===== config.mk =====
export PLATFORM = sky130hd
export DESIGN_NAME = mcht_tx_enc
export DESIGN_NICKNAME = d
export VERILOG_FILES = /design/src/rtl/mcht_tx_enc.sv
export SDC_FILE = /design/constraint.sdc
export NUM_CORES = 1
export LEC_CHECK = 0
export CAP_MARGIN = 20
export CORE_AREA = 2 2 51 48
export CTS_CLUSTER_SIZE = 16
export DETAILED_ROUTE_END_ITERATION = 8
export DIE_AREA = 0 0 53 50
export PLACE_DENSITY = 0.74
export SLEW_MARGIN = 10
export SYNTH_ARGS = -nofsm -noshare
export SYNTH_HDL_FRONTEND = slang
export SYNTH_SLANG_ARGS = --single-unit
export TNS_END_PERCENT = 100

===== constraint.sdc =====
create_clock -name CLK125M -period 5 [get_ports CLK125M]
set_clock_uncertainty 0.1 [all_clocks]
set_input_delay 1 -clock CLK125M [delete_from_list [all_inputs] [get_ports CLK125M]]
set_output_delay 1 -clock CLK125M [all_outputs]
set_load 0.02 [all_outputs]

===== src/rtl/mcht_tx_enc.sv =====
// Manchester line transmitter: sync cell, LSB-first data cells, then an idle guard.
// TXD is registered from the next-state line value so edges line up with state changes.
module mcht_tx_enc #(
  parameter int unsigned pMSG_LEN  = 8,
  parameter int unsigned pHALF_CYC = 4,
  parameter int unsigned pIDLE_CYC = 16
) (
  input  logic                CLK125M,
  input  logic                RST_N,
  input  logic [pMSG_LEN-1:0] MSG_IN,
  input  logic                MSG_VLD,
  output logic                MSG_RDY,
  output logic                TXD,
  output logic                TX_BUSY
);

  localparam int unsigned HW = $clog2(pHALF_CYC);
  localparam int unsigned BW = $clog2(pMSG_LEN);
  localparam int unsigned GW = $clog2(pIDLE_CYC + 1);

  localparam logic [HW-1:0] H_LAST = HW'(pHALF_CYC - 1);
  localparam logic [BW-1:0] B_LAST = BW'(pMSG_LEN - 1);
  localparam logic [GW-1:0] G_LAST = GW'(pIDLE_CYC - 1);

  typedef enum logic [2:0] {
    GUARD,
    IDLE,
    SYNC_LO,
    SYNC_HI,
    BIT_H1,
    BIT_H2
  } state_t;

  state_t              state;
  state_t              state_nxt;
  logic [HW-1:0]       hcnt;
  logic [BW-1:0]       bidx;
  logic [GW-1:0]       gcnt;
  logic [pMSG_LEN-1:0] shreg;
  logic [pMSG_LEN-1:0] shreg_nxt;
  logic                half_done;
  logic                txd_nxt;

  // State register, counters, shift register and the TXD flop
  always_ff @(posedge CLK125M or negedge RST_N) begin
    if (!RST_N) begin
      state <= GUARD;
      hcnt  <= '0;
      bidx  <= '0;
      gcnt  <= '0;
      shreg <= '0;
      TXD   <= 1'b1;
    end else begin
      state <= state_nxt;
      shreg <= shreg_nxt;
      TXD   <= txd_nxt;

      if (state_nxt != state || state == IDLE || state == GUARD)
        hcnt <= '0;
      else
        hcnt <= hcnt + 1'b1;

      if (state == GUARD && state_nxt == GUARD)
        gcnt <= gcnt + 1'b1;
      else
        gcnt <= '0;

      if (state == IDLE)
        bidx <= '0;
      else if (state == BIT_H2 && half_done)
        bidx <= (bidx == B_LAST) ? '0 : bidx + 1'b1;
    end
  end

  // Next-state and shift-register update
  always_comb begin
    half_done = (hcnt == H_LAST);
    state_nxt = state;
    shreg_nxt = shreg;
    case (state)
      GUARD:   if (gcnt == G_LAST) state_nxt = IDLE;
      IDLE: begin
        if (MSG_VLD) begin
          state_nxt = SYNC_LO;
          shreg_nxt = MSG_IN;
        end
      end
      SYNC_LO: if (half_done) state_nxt = SYNC_HI;
      SYNC_HI: if (half_done) state_nxt = BIT_H1;
      BIT_H1:  if (half_done) state_nxt = BIT_H2;
      BIT_H2: begin
        if (half_done) begin
          shreg_nxt = {1'b0, shreg[pMSG_LEN-1:1]};
          state_nxt = (bidx == B_LAST) ? GUARD : BIT_H1;
        end
      end
      default: state_nxt = GUARD;
    endcase
  end

  // Line value follows the next state; status outputs follow the current state
  always_comb begin
    case (state_nxt)
      SYNC_LO: txd_nxt = 1'b0;
      BIT_H1:  txd_nxt = ~shreg_nxt[0];
      BIT_H2:  txd_nxt = shreg_nxt[0];
      default: txd_nxt = 1'b1;
    endcase
    MSG_RDY = (state == IDLE);
    TX_BUSY = (state != IDLE);
  end

endmodule

# Yosys cells after proc, flatten, opt, wreduce, memory -nomap -nowiden
# Cells that the tools add are included.
[op_classes]
reduce_logical = 9
n_mux = 17
eq_ne = 15
bitwise = 1
n_addsub = 3
[ops]
columns = ["op", "count"]
rows = [
  ["$mux 3", 10],
  ["$pmux 3 s6", 1],
  ["$mux 8", 2],
  ["$pmux 8 s2", 1],
  ["$eq 3x3->1 const B", 5],
  ["$eq 3x2->1 const B", 3],
  ["$logic_not 3->1", 2],
  ["$add 5x1->5 const B", 1],
  ["$eq 5x4->1 const B", 1],
  ["$mux 5", 1],
  ["$ne 2x2->1 const B", 2],
  ["$reduce_bool 2->1", 2],
  ["$add 3x1->3 const B", 1],
  ["$eq 3x1->1 const B", 1],
  ["$ne 3x1->1 const B", 1],
  ["$ne 3x3->1", 1],
  ["$pmux 1 s3", 1],
  ["$reduce_and 3->1", 1],
  ["$add 2x1->2 const B", 1],
  ["$eq 2x2->1 const B", 1],
  ["$logic_and 1x1->1", 2],
  ["$logic_or 1x1->1", 2],
  ["$mux 2", 1],
  ["$not 1->1", 1],
]
[totals]
ff_bits = 22
in_bits = 11
output_inout_bits = 3

# Longest topological paths before layout
[logic_depth]
word_depth = 8
mapped_depth = 7
ltp_nobuf = 7

# Worst setup path after synthesis
# Ideal clock, no wire load.
[synth_path]
path_kind = "reg2out"
from = "register state[1]"
to = "output MSG_RDY"
path_buffers = 1
t_arrival_ns = 1.069
path_stages_with_launch = 5
t_required_ns = 3.900
setup_slack_ns = 2.831
path_cell_list = "dfrtp_1 buf_6 and2b_1 nand2b_1 inv_1"
[synth_between]
elab_chain_len = 1
[synth_lines]
columns = ["item", "line_no", "source"]
rows = [
  ["start, declared", "34", "state_t state;"],
  ["start signal, assigned", "54", "state <= state_nxt;"],
  ["$eq 3x1->1", "109", "MSG_RDY = (state == IDLE);"],
  ["end, declared", "12", "output logic MSG_RDY,"],
]
# Every way passes these cells.

# Worst setup path after layout
# Same ends and word-level chain as after synthesis.

==> impl_metrics.py <==
metrics = {
    "outcome": {
        "status": "completed",
    },
    "floorplan": {
        "die_h_um": 50,
        "dieArea_mm2": 0.002650,
        "io_pins": 14,
        "start_util_pct": 53.63,
        "rows": 16,
        "die_x_um": 53,
        "core_area_mm2": 0.002102,
    },
    "synthesis": {
        "postSynthCellCount": 101,
        "ys_ff_latch": 22,
        "syn_area_mm2": 0.001127,
        "synth_fp_nets": 117,
        "ys_types": 36,
        "synth-main-ff-cell": "dfrtp_1",
        "ys_warn_count": 0,
        "synth-edff-count": 0,
        "syn_area_per_cell_um2": 11.16,
        "yosysSeqAreaShare_pct": 48.95,
        "async_reset_ff_share_pct": 100.0,
    },
    "timing": {
        "setup-tns-final_ns": 0,
        "post-route-min-period_ns": 2.944,
        "drv_slew": 0,
        "max_freq_mhz": 339.7,
        "tightest_slew_ns": 0.9394,
        "rsz0062_at_grt": "no",
        "setup_ws_ns": 2.056,
        "period_share_pct": 58.88,
        "hold_viol_final": 0,
        "finalSetupViolCount": 0,
        "slew_headroom_pct": 37.18,
    },
    "drt": {
        "wl_per_cell_um": 14.01,
        "drtIter0Drc": 38,
        "vias": 771,
        "drt-total-wl_um": 1948,
        "drtAntennaViolNets": 0,
        "drc": 0,
        "drt_pass1_iterations": 6,
        "via_per_inst": 5.547,
    },
    "hold_path": {
        "hp-class": "flip-flop to flip-flop",
        "hold_start": "hcnt[0]",
        "whs_endpoint": "hcnt[0]",
        "hold_path_depth": 1,
    },
    "cells_and_area": {
        "area_growth_pct": 14.43,
        "final_nets": 129,
        "post-route-util_pct": 61.37,
        "antenna_cells": 0,
        "layout.cells.non_filler": 139,
        "layout-drive-gt1-share_pct": 8.929,
    },
    "cts": {
        "cts_tree": "yes",
        "cts.path.max_buffers": 2,
        "ctsHoldBuffers": 0,
        "post_cts_resized": 0,
        "path_clk_slew_ns": 0.12,
        "clock_latency_ns": 0.30,
        "postCtsSetupRepairBufs": 0,
        "cts-root-buf": "clkbuf_4",
        "cts-htree-levels": 1,
        "cts_made_buffers": 3,
        "clkSinkCount": 22,
    },
    "global_routing": {
        "grt_pass1_wl_um": 3401,
        "grt_pass1_vias": 779,
        "track_usage_pct": 17.35,
        "grt_overflow_total": 0,
        "grt_start_max_net_pins": 23,
        "antenna_found_initial": 0,
    },
    "power": {
        "power_density_mw_per_mm2": 464.2,
        "power_uw": 598.7,
        "leakagePower_nw": 0.6387,
        "peakVddDrop_uv": 346.5,
    },
    "setup_path": {
        "timing.rr.start": "gcnt[0]",
        "start_kind": "flip-flop",
        "r2r_end": "TXD",
        "critPathArrivalTime_ns": 1.84,
        "cp-startpoint": "state[1]",
        "critPathKind": "flip-flop to primary output",
        "end_kind": "primary output",
        "regToRegSetupSlack_ns": 2.89,
        "ff2ff_path_depth": 7,
        "path_max_fanout": 9,
        "required_ns": 3.90,
    },
    "placement": {
        "hpwl_um": 1438,
        "gp_congestion": 0.7406,
        "port_buffers": 13,
        "pre_cts_slack_ns": 2.271,
        "dp.cells": 135,
    },
    "run": {
        "max_cap_violations": 0,
    },
}
-- cell families after synthesis --
family,Yosys count,synth area share (%)
xor gates and xnor gates,4,3.774
DFF,22,48.95
adders and majority gates,5,5.549
AOI/OAI and AO/OA,20,16.09
buffers and inverters,17,8.434
muxes,2,1.887
and+or+nand+nor,31,15.32
-- synth_stat cells (all sizes together) (2+ instances only) --
cell	number	share of area [%]
and3	2	1.1
ha	5	5.5
xnor2	3	3.0
nand3	2	0.89
a222oi	6	5.3
nor3	2	0.89
inv	11	3.7
nand2	5	1.7
nor2	9	3.0
buf	6	4.8
dfrtp	21	47
a22o	5	3.9
nand2b	3	1.7
and4b	2	1.8
a22oi	2	1.8
-- metal layers --
layer / global-route usage, % / routed length, um / vias to the layer above
li1: - / - / 383
met1: 21.33 / 845 / 371
met2: 30.42 / 1007 / 17
met3: 5.758 / 95 / 0
met4: 1.282 / 0 / 0
met5: 0 / 0 / -
-- final cells by class --
type                       count  area, um^2
clock buffer                   3       22.52
clock inverter                 1       30.03
fill                         175       812.0
inverter                      11       41.29
multi-input combinational     62       480.5
sequential                    22       551.8
tap                           27       33.78
timing repair buffer          13       130.1
-- how the worst max path moves through the flow --
stage               endpoint  slack, ns  cells after the start
floorplan            MSG_RDY       2.83                      4
global placement         TXD       2.31                      5
detailed placement       TXD       2.27                      5
CTS                  MSG_RDY       2.04                      4
global route         MSG_RDY       1.96                      4
finish               MSG_RDY       2.06                      4
-- where the power goes --
group          switching, mW  internal [mW]  leakage, nW  total, mW
Combinational         0.0872         0.0965        0.326      0.184
Sequential            0.0464          0.236        0.285      0.283
Clock                 0.0513         0.0809       0.0279      0.132
Total                  0.185          0.414        0.639      0.599
-- sequential cells by signal (all words and copies together), names as in the netlist --
| signal | cells |
|---|---|
| state | 3 |
| bidx | 3 |
| gcnt | 5 |
| shreg | 8 |
| hcnt | 2 |
| TXD | 1 |
-- through the flow --
| step | instance area, um^2 | hold slack (ns) |
|---|---|---|
| finish | 1290 | 0.3616 |
| detailed placement | 1237 | 0.3419 |
| CTS | 1290 | 0.3589 |
| global placement | 1237 | 0.3221 |
| global route | 1290 | 0.3903 |
| floorplan | 1127 | 0.3130 |
-- critical path: stages (launching register included) --
cell,delay (ns)
dfrtp_1,0.50
and2b_1,0.30
nand2b_1,0.10
inv_1,0.06
clkdlybuf4s50_1,0.59
-- cells in the final DEF (no fill, tap or decap), types with 2 or more instances in the layout --
cell             netlist  final
inv_1                 11     11
a22o_1                 5      5
clkbuf_4               0      3
xnor2_1                2      2
clkdlybuf4s50_1        0     13
dfrtp_1               21     21
a222oi_1               6      6
nor2_1                 9      9
nor3_1                 2      2
and4b_1                2      2
ha_1                   5      5
nand3_1                2      2
nand2b_1               3      3
and3_1                 2      2
nand2_1                5      5
No activity file was read; power rests on OpenSTA's default activity.
